[src/rtl/async_hs_sink.sv]
`default_nettype none
// ============================================================================
//  Module      : async_hs_sink
//  Description : Clocked terminating end of a 4-phase bundled-data channel.
//                Synchronises the incoming request, captures the bundled
//                data word into a small FIFO, returns the acknowledge with
//                return-to-zero sequencing, and presents captured words to
//                synchronous logic through a valid/ready read port.
//  Revision    : 1.0  initial release
// ----------------------------------------------------------------------------
//  Parameters
//    DATA_W      width of the bundled data word
//    DEPTH       FIFO entries (power of two, >= 2)
//    SYNC_STAGES flops in the req_in synchroniser (>= 2)
//  Ports
//    clk       in   sole clock
//    rst       in   asynchronous active-low reset
//    req_in    in   4-phase request, asynchronous to clk
//    data_in   in   bundled data, stable while req_in is high
//    ack_out   out  4-phase acknowledge (registered)
//    rd_valid  out  FIFO non-empty
//    rd_ready  in   consumer accepts the head word
//    rd_data   out  head word (valid while rd_valid is high)
//    level     out  current FIFO occupancy
//    xfer_cnt  out  16-bit completed-request counter, present only when
//                   ASYNC_HS_SINK_STATS_EN is defined
// ============================================================================
module async_hs_sink #(
    parameter int DATA_W      = 8,
    parameter int DEPTH       = 4,
    parameter int SYNC_STAGES = 2
) (
    input  logic                       clk,
    input  logic                       rst,
    input  logic                       req_in,
    input  logic [DATA_W-1:0]          data_in,
    output logic                       ack_out,
    output logic                       rd_valid,
    input  logic                       rd_ready,
    output logic [DATA_W-1:0]          rd_data,
    output logic [$clog2(DEPTH+1)-1:0] level
`ifdef ASYNC_HS_SINK_STATS_EN
    ,
    output logic [15:0]                xfer_cnt
`endif
);

    localparam int PTR_W = $clog2(DEPTH);
    localparam int LVL_W = $clog2(DEPTH + 1);

    typedef enum logic [0:0] {
        S_IDLE = 1'b0,
        S_ACK  = 1'b1
    } state_t;

    state_t                  state_q, state_d;
    logic                    ack_q, ack_d;
    logic [SYNC_STAGES-1:0]  sync_q;
    logic [PTR_W-1:0]        wr_ptr_q, wr_ptr_d;
    logic [PTR_W-1:0]        rd_ptr_q, rd_ptr_d;
    logic [LVL_W-1:0]        level_q, level_d;
    logic [DATA_W-1:0]       mem_q [DEPTH];

    logic                    req_s;
    logic                    full;
    logic                    wr_en;
    logic                    rd_en;

    // Only req_in is synchronised; data_in is covered by the bundling
    // constraint and is sampled directly on the write edge.
    always_ff @(posedge clk or negedge rst) begin
        if (!rst) begin
            sync_q <= '0;
        end else begin
            sync_q <= {sync_q[SYNC_STAGES-2:0], req_in};
        end
    end

    assign req_s = sync_q[SYNC_STAGES-1];

    // Fullness is taken from the pre-edge level, so a pop on the same edge
    // never opens room for a write; that write lands one edge later.
    assign full  = (level_q == LVL_W'(DEPTH));
    assign rd_en = (level_q != '0) && rd_ready;

    always_comb begin
        state_d = state_q;
        ack_d   = ack_q;
        wr_en   = 1'b0;
        case (state_q)
            S_IDLE: begin
                if (req_s && !full) begin
                    state_d = S_ACK;
                    ack_d   = 1'b1;
                    wr_en   = 1'b1;
                end
            end
            S_ACK: begin
                if (!req_s) begin
                    state_d = S_IDLE;
                    ack_d   = 1'b0;
                end
            end
            default: begin
                state_d = S_IDLE;
                ack_d   = 1'b0;
            end
        endcase
    end

    always_comb begin
        wr_ptr_d = wr_en ? wr_ptr_q + PTR_W'(1) : wr_ptr_q;
        rd_ptr_d = rd_en ? rd_ptr_q + PTR_W'(1) : rd_ptr_q;
        case ({wr_en, rd_en})
            2'b10:   level_d = level_q + LVL_W'(1);
            2'b01:   level_d = level_q - LVL_W'(1);
            default: level_d = level_q;
        endcase
    end

    always_ff @(posedge clk or negedge rst) begin
        if (!rst) begin
            state_q  <= S_IDLE;
            ack_q    <= 1'b0;
            wr_ptr_q <= '0;
            rd_ptr_q <= '0;
            level_q  <= '0;
        end else begin
            state_q  <= state_d;
            ack_q    <= ack_d;
            wr_ptr_q <= wr_ptr_d;
            rd_ptr_q <= rd_ptr_d;
            level_q  <= level_d;
        end
    end

    // Storage carries no reset; entries are only observable once written.
    always_ff @(posedge clk) begin
        if (wr_en) begin
            mem_q[wr_ptr_q] <= data_in;
        end
    end

    assign ack_out  = ack_q;
    assign rd_valid = (level_q != '0);
    assign rd_data  = mem_q[rd_ptr_q];
    assign level    = level_q;

`ifdef ASYNC_HS_SINK_STATS_EN
    logic [15:0] xfer_cnt_q;

    // Counts accepted requests (every IDLE-to-ACK step); wraps naturally.
    always_ff @(posedge clk or negedge rst) begin
        if (!rst) begin
            xfer_cnt_q <= '0;
        end else if (wr_en) begin
            xfer_cnt_q <= xfer_cnt_q + 16'd1;
        end
    end

    assign xfer_cnt = xfer_cnt_q;
`endif

endmodule
`default_nettype wire

[config.mk]
export PLATFORM = sky130hd
export DESIGN_NAME = async_hs_sink
export DESIGN_NICKNAME = d
export VERILOG_FILES = /design/src/rtl/async_hs_sink.sv
export SDC_FILE = /design/constraint.sdc
export NUM_CORES = 1
export LEC_CHECK = 0
export CORE_ASPECT_RATIO = 0.5
export CORE_MARGIN = 5
export CORE_UTILIZATION = 52
export CTS_CLUSTER_DIAMETER = 100
export DETAILED_ROUTE_END_ITERATION = 6
export PLACE_DENSITY = 0.77
export SYNTH_ARGS = -nofsm -noshare
export SYNTH_HDL_FRONTEND = slang
export SYNTH_SLANG_ARGS = --single-unit
[constraint.sdc]
create_clock -name clk -period 2.6 [get_ports clk]
set_input_delay 0.39 -clock clk [delete_from_list [all_inputs] [get_ports clk]]
set_output_delay 0.39 -clock clk [all_outputs]
set_load 0.1 [all_outputs]
=== Word-level counts from Yosys, hierarchy flattened ===
Memory sizes are Yosys's and may differ from the RTL's.
Index checks and enable logic that the tools add are counted.

* Input bits: 12
* Bits in registers: 11
* RAM bits: 32
* Output and inout bits: 13
* Memories kept: 1

{| class="wikitable"
|+ Memory list
! memory !! depth !! bits a word !! read ports !! clocked after memory_dff !! wr ports !! RTL line !! source
|-
| mem_q || 4 || 8 || 1 || 0 || 1 || 62 || <nowiki>logic [DATA_W-1:0] mem_q [DEPTH];</nowiki>
|}

* Reductions and logical operators: 6
* Equality and inequality tests: 5
* Bitwise logic cells: 1
* $add $sub $neg: 4
* Multiplexer cells: 10

{| class="wikitable"
|+ Operators by type and width
! operator !! count
|-
| $mux 1 || 7
|-
| $pmux 3 s2 || 1
|-
| $add 2x1->2 const B || 2
|-
| $ne 2x2->1 const B || 2
|-
| $pmux 1 s2 || 2
|-
| $add 3x1->3 const B || 1
|-
| $eq 3x3->1 const B || 1
|-
| $reduce_bool 3->1 || 1
|-
| $sub 3x1->3 const B || 1
|-
| $eq 2x1->1 const B || 1
|-
| $eq 2x2->1 const B || 1
|-
| $logic_and 1x1->1 || 2
|-
| $reduce_and 2->1 || 1
|-
| $reduce_bool 2->1 || 1
|-
| $logic_not 1->1 || 1
|-
| $not 1->1 || 1
|}

=== Logic depth before layout (Yosys ltp) ===
* Word-level depth: 7
* Mapped depth: 10
* Mapped depth without buffers: 9

=== Least setup slack after synthesis ===
No wires, ideal clock.

* Path kind: reg-to-reg
* Start point: reg level_q[2] (netlist: level[2])
* End point: reg level_q[2] (netlist: level[2])
* Library setup time: 0.163 ns
* Stages on the path, launching flop included: 11
* Setup slack: -0.176 ns
* Clock period less this slack: 2.776 ns
* Arrival time: 2.613 ns
* Cells stage by stage: dfrtp_1 > or3b_1 > and3b_1 > buf_6 > inv_1 > ha_1 > inv_1 > fa_1 > xor2_1 > nor2_1 > xor2_1

* Word-level cells in the longest chain between the ends: 7
* Elaborated cells on any way between the ends: 13
* Those cells by class: 2 x add/sub; 3 x eq/ne; 3 x mux; 5 x reduce/logical

{| class="wikitable"
|+ RTL lines
! item !! RTL line !! source
|-
| start: declaration || 61 || <nowiki>logic [LVL_W-1:0] level_q, level_d;</nowiki>
|-
| start signal: assignment || 133 || <nowiki>level_q <= level_d;</nowiki>
|-
| $eq 3x3->1 || 83 || <nowiki>assign full = (level_q == LVL_W'(DEPTH));</nowiki>
|-
| $logic_not 1->1 || 92 || <nowiki>if (req_s && !full) begin</nowiki>
|-
| $logic_and 1x1->1 || 92 ||
|-
| $mux 1 || 92 ||
|-
| $mux 1 || 90 || <nowiki>case (state_q)</nowiki>
|-
| $eq 2x1->1 or $eq 2x2->1 (tied branches) || 114 || <nowiki>case ({wr_en, rd_en})</nowiki>
|-
| $pmux 3 s2 or $reduce_bool 2->1 (tied branches) || - ||
|}

Parallel ways exist; a longest one is shown, timed or not.
A chain may end at the register's enable or synchronous reset.

=== Worst setup path after layout ===
* Start point: reg level_q[0] (netlist: level[0])
* End point: reg level_q[2] (netlist: level[2])

The elaborated chain is that of the path after synthesis.

==> flow_summary.ini <==
[placed_design]
port_buffers = 24
gp_congestion = 0.763
dp_hpwl_mm = 1.83

[setup_path]
start_kind = flop
r2r_setup_slack_ps = 330
crit_type = reg2reg
max_stage_delay_ps = 440
endpoint_kind = flop
r2r-end = level[2]
crit_slowest_cell = dfrtp_2
cp_top_family = simple AND/OR/NAND/NOR gates
crit_fanout = 8
worstPathArrival_ps = 2470
r2r_start = level[0]
path_cells = or3b_1 -> and3b_1 -> inv_1 -> ha_1 -> inv_1 -> fa_1 -> xor2_1 -> nor2_1 -> xor2_1
required_ps = 2800
reg2regPathDepth = 9
timing.critical_path.buf_inv = 2

[yosys]
synth_top_cell_area_share = 0.561
synth_nets = 106
synth_simple_gate_area_share = 0.0417
yosys.area_share.xor_xnor = 0.0307
ys_seq_elements = 43
synth_cell_types = 24
yosys.area.top_type = edfxtp_1
synth_area_leaders = edfxtp_1 (56%), dfrtp_1 (16%), mux4_2 (11%)
synth.yosys.seq_area_share = 0.722
synth_fa_ha_area_frac = 0.0482
synth_area_sq_mm = 0.00171
netlist_instances = 88
synth_top_family_by_area = multiplexers
yosys_warnings = 0
syn_avg_cell_area_sq_um = 19.5
synthMuxAreaShare = 0.114
synth_compound_area_frac = 0.0183

[run]
maxCapViolations = 0

[sta]
tns_ps = 0
period_share = 0.872
fmax_mhz = 441
max_slew_margin = 0.651
holdWs_ps = 355
grt_setup_unrepaired = no
worstMarginPinSlew_ps = 522
drv_slew = 0
finalHoldViolCount = 0
setup_viol = 0
finClkSkew_ps = 8.59
fin_crit_ps = 2270

[floorplan]
die_area_sq_mm = 0.00461
die_w_um = 91.1
dieHeight_um = 50.6
start_util = 0.555
ios = 25
coreArea_sq_mm = 0.00308
num_rows = 14

[clock_network]
cts.path.max_buffers = 2
cts_tree = built
clk_latency_ps = 290
cts_inserted_buffers = 5
postCtsHoldBufs = 0
clkSinkCount = 43
clk_pin_slew_ps = 70
cts_resized = 0
cts_setup_buffers = 0
cts_max_level = 2
cts-root-buf = clkbuf_8

[finish]
multi_input_area_sq_um = 433
layout_commonest_cell = edfxtp_1
areaGrowthSynthToFinish_pct = 20.8
antennaDiodeCount = 0
drive_gt1_frac = 0.331
regArea_sq_mm = 0.00124
fin_nets = 135
fillers = 222
most-common-layout-cells = edfxtp_1 (32), buf_4 (14), clkdlybuf4s50_1 (11), mux4_2 (8), dfrtp_1 (8)

[detailed_routing]
initialDrtViolationCount = 17
routed_wl_mm = 2.57
antenna_left = 0
routed_via_density = 5.05
drc_errors = 0
first_pass_iters = 4
num_vias = 798
wl_per_cell_um = 16.3

[grt]
grt_pass1_wl_mm = 4.29
grtUsageTotal = 0.124
grt_overflow = 0
grt_pass1_vias = 898
grt_max_degree = 14
antenna_found_initial = 0

[hold_path]
whs_path_depth = 0
hold_end = sync_q[1]
hold_class = reg2reg
min-delay-start = sync_q[0]

[status]
status = finished clean
final cells by class:
class,instances,share of cell area
multi-input cells,36,0.209
clock buffers,5,0.0333
flip-flops and latches,43,0.600
repair buffers,25,0.104
clock inverters,3,0.0188
well taps,40,0.0242
inverters,6,0.0109
routing by layer:
metal | wire length (um) | global-route usage | part of all wire
met5 | 0 | 0 | 0
met4 | 4 | 0.0293 | 0.0016
met3 | 168 | 0.0627 | 0.065
met2 | 1200 | 0.199 | 0.47
met1 | 1200 | 0.151 | 0.47
worst max-delay path by stage:
stage	slack, ps	end	start	cells past startpoint
finish	330	level[2]	level[0]	9
detailed placement	300	level[2]	level[0]	9
global route	190	level[2]	level[0]	9
global placement	390	level[2]	level[0]	9
floorplan	120	level[2]	level[2]	10
CTS	310	level[2]	level[0]	9
cell families (layout without fill, tap and decap cells):
kind of cell / after synthesis / count (layout)
flip-flops: 43 / 43
AND/OR/NAND/NOR: 11 / 11
multiplexers: 9 / 9
buffers and inverters: 9 / 39
adder cells (fa/ha/maj): 6 / 6
XOR/XNOR: 6 / 6
AO/OA/AOI/OAI: 4 / 4
flip-flops by register name (all words and copies together), names as in the netlist:
| register | count |
|---|---|
| state_q | 1 |
| sync_q | 2 |
| wr_ptr_q | 2 |
| mem_q | 32 |
| ack_out | 1 |
| rd_ptr_q | 2 |
| level | 3 |
synthesized netlist by cell type, drive strengths merged:
cell	n
nor2	1
o31a	1
o21a	1
and2	4
edfxtp	32
buf	3
nand2b	1
or3b	1
inv	6
fa	1
nand2	2
o21ai	1
xnor2	3
ha	5
a21o	1
or3	1
mux2	1
and3b	1
dfrtp	11
mux4	8
xor2	3
per-stage QoR:
stage                     worst slack (ps)  instances   util  area [sq um]
final                                  332        158  0.671          2070
after global placement                 386        150  0.636          1960
after CTS                              306        158  0.671          2070
after detailed placement               295        150  0.636          1960
after global routing                   187        158  0.671          2070
after floorplan                        121         88      -          1720
Power is not shown: default switching activity piles up to over one toggle a cycle in this logic, so the estimate is an artifact.
==> RTL edit: new RTL, same settings <==
`DEPTH`: 4 -> 8.
--- a/src/rtl/async_hs_sink.sv
+++ b/src/rtl/async_hs_sink.sv
@@ -28,5 +28,5 @@
 module async_hs_sink #(
     parameter int DATA_W      = 8,
-    parameter int DEPTH       = 4,
+    parameter int DEPTH       = 8,
     parameter int SYNC_STAGES = 2
 ) (
Ports: changed (resized level); port bits go from 25 to 26. The function was not compared with the original's and may differ.
==> RTL edit against the original RTL <==
- wire length increased by 120%
- final area rose by 95%
- hold slack improved by 0.0072 ns
- sequential cell count is 35 higher
- core utilization is 0.41 points lower
- die area grew 74%
- first-iteration DRC count rose to 6.5 times the old value
- worst setup slack worse by 0.23 ns
- area after synthesis increased by 90%
- global-route usage increased by 3.8 points
- critical path depth down 1
- cell count rose by 89%
- critical path type unchanged
- largest cell class unchanged
Power is left out: the tool's default activity adds up to more than one toggle a clock period on the data nets, which glitch-free logic cannot reach.
==> RTL edit: results (changes against the original RTL) <==
outcome: "complete, no violations"  # unchanged
globalplace.congestion: 0.770  # was 0.763
largest_reg_flops: 64  # was 32
grt_first_pass_wirelength_mm: 9.17  # was 4.29 mm
cts_buffers: 9  # was 5
worst_clock_skew_ns: 0.00403  # was 0.00859 ns
holdWs_ns: 0.362  # was 0.355 ns
finalNonFillerCells: 298  # was 158
cts_root_buf: "clkbuf_16"  # was clkbuf_8
seq_area_frac_synth_pct: 70.0  # was 72.2%
worstReg2RegEnd: "level[3]"  # was level[2]
placedInstanceArea_um2: 3760  # was 1960 um^2
synth_cell_types: 33  # was 24
placedCellCount: 282  # was 150
drt_iter0_markers: 111  # was 17
drive_gt1_share_pct: 30.0  # was 33.1%
r2r_slack_ns: 0.10  # was 0.33 ns
worstPathMaxFanout: 9  # was 8
worstRegToRegCells: 8  # was 9
grt_max_degree: 19  # was 14
wl_per_cell_um: 19.0  # was 16.3 um
nNetsFinal: 223  # was 135
syn_inst: 165  # was 88
dp_hpwl_mm: 3.57  # was 1.83 mm
max_slew_margin_pct: 49.1  # was 65.1%
htreeDepth: 3  # was 2
via_per_inst: 5.37  # was 5.05
synth_edf_count: 64  # was 32
ys_top_cells_by_area: "edfxtp_1 59%, mux4_1 13%, dfrtp_1 11%"  # was edfxtp_1 56%, dfrtp_1 16%, mux4_2 11%
io_buffers: 25  # was 24
clock_latency_ns: 0.33  # was 0.29 ns
syn_nets: 183  # was 106
==> RTL edit: cell count changes after synthesis, moves of 3 or more <==
| cell | unedited run | this run |
|---|---|---|
| dfrtp_1 | 11 | 14 |
| nor3_1 | 0 | 4 |
| mux4_2 | 8 | 0 |
| edfxtp_1 | 32 | 64 |
| mux2_2 | 0 | 11 |
| nand3_1 | 0 | 5 |
| nor3b_1 | 0 | 3 |
| and2_2 | 3 | 0 |
| mux4_1 | 0 | 16 |
==> RTL edit: cell families after synthesis <==
| logic type | Yosys count | share of synthesized area, % |
|---|---|---|
| flip-flops | 78 | 70.0 |
| multiplexers | 28 | 17.1 |
| AND/OR/NAND/NOR | 27 | 4.82 |
| buffers and inverters | 12 | 2.20 |
| AO/OA/AOI/OAI | 8 | 1.70 |
| XOR/XNOR | 6 | 1.62 |
| adder cells (fa/ha/maj) | 6 | 2.55 |
==> RTL edit: worst max-delay path, stage by stage, from the launching register on <==
cell and delay, ns:
dfrtp_4 0.50, or4_4 0.55, nand2_4 0.09, inv_2 0.04, ha_4 0.19, ha_4 0.27
or4b_4 0.50, o311ai_1 0.10, o211ai_1 0.12
==> RTL edit: area by class of cell <==
class / count / area share, %
well taps: 88 / 2.73
inverters: 6 / 0.558
clock inverters: 7 / 1.39
flip-flops and latches: 78 / 56.5
clock buffers: 9 / 5.58
repair buffers: 35 / 9.98
multi-input cells: 75 / 23.3
==> RTL edit: through the flow <==
stage	setup TNS (ns)	setup WS (ns)
6_report	0	0.103
5_1_grt	0	0.00331
3_3_place_gp	0	0.136
4_1_cts	0	0.0525
2_1_floorplan	-0.234	-0.234
3_5_place_dp	0	0.0651
==> RTL edit: worst max path at each step <==
stage | startpoint | end | slack [ns]
after global placement | level[1] | level[3] | 0.14
after global routing | level[1] | level[3] | 0.003
final | level[1] | level[3] | 0.10
after CTS | level[1] | level[3] | 0.05
after floorplan | level[1] | level[3] | -0.23
after detailed placement | level[1] | level[3] | 0.07
==> RTL edit: metal layers <==
metal  routed length (um)  vias to the layer above  global-route usage [%]
met5                    0                        -                       0
met4                   78                        0                    5.03
met3                  257                        7                    6.15
met2                 2840                       36                    25.8
met1                 2480                      797                    20.7
li1                     -                      761                       -
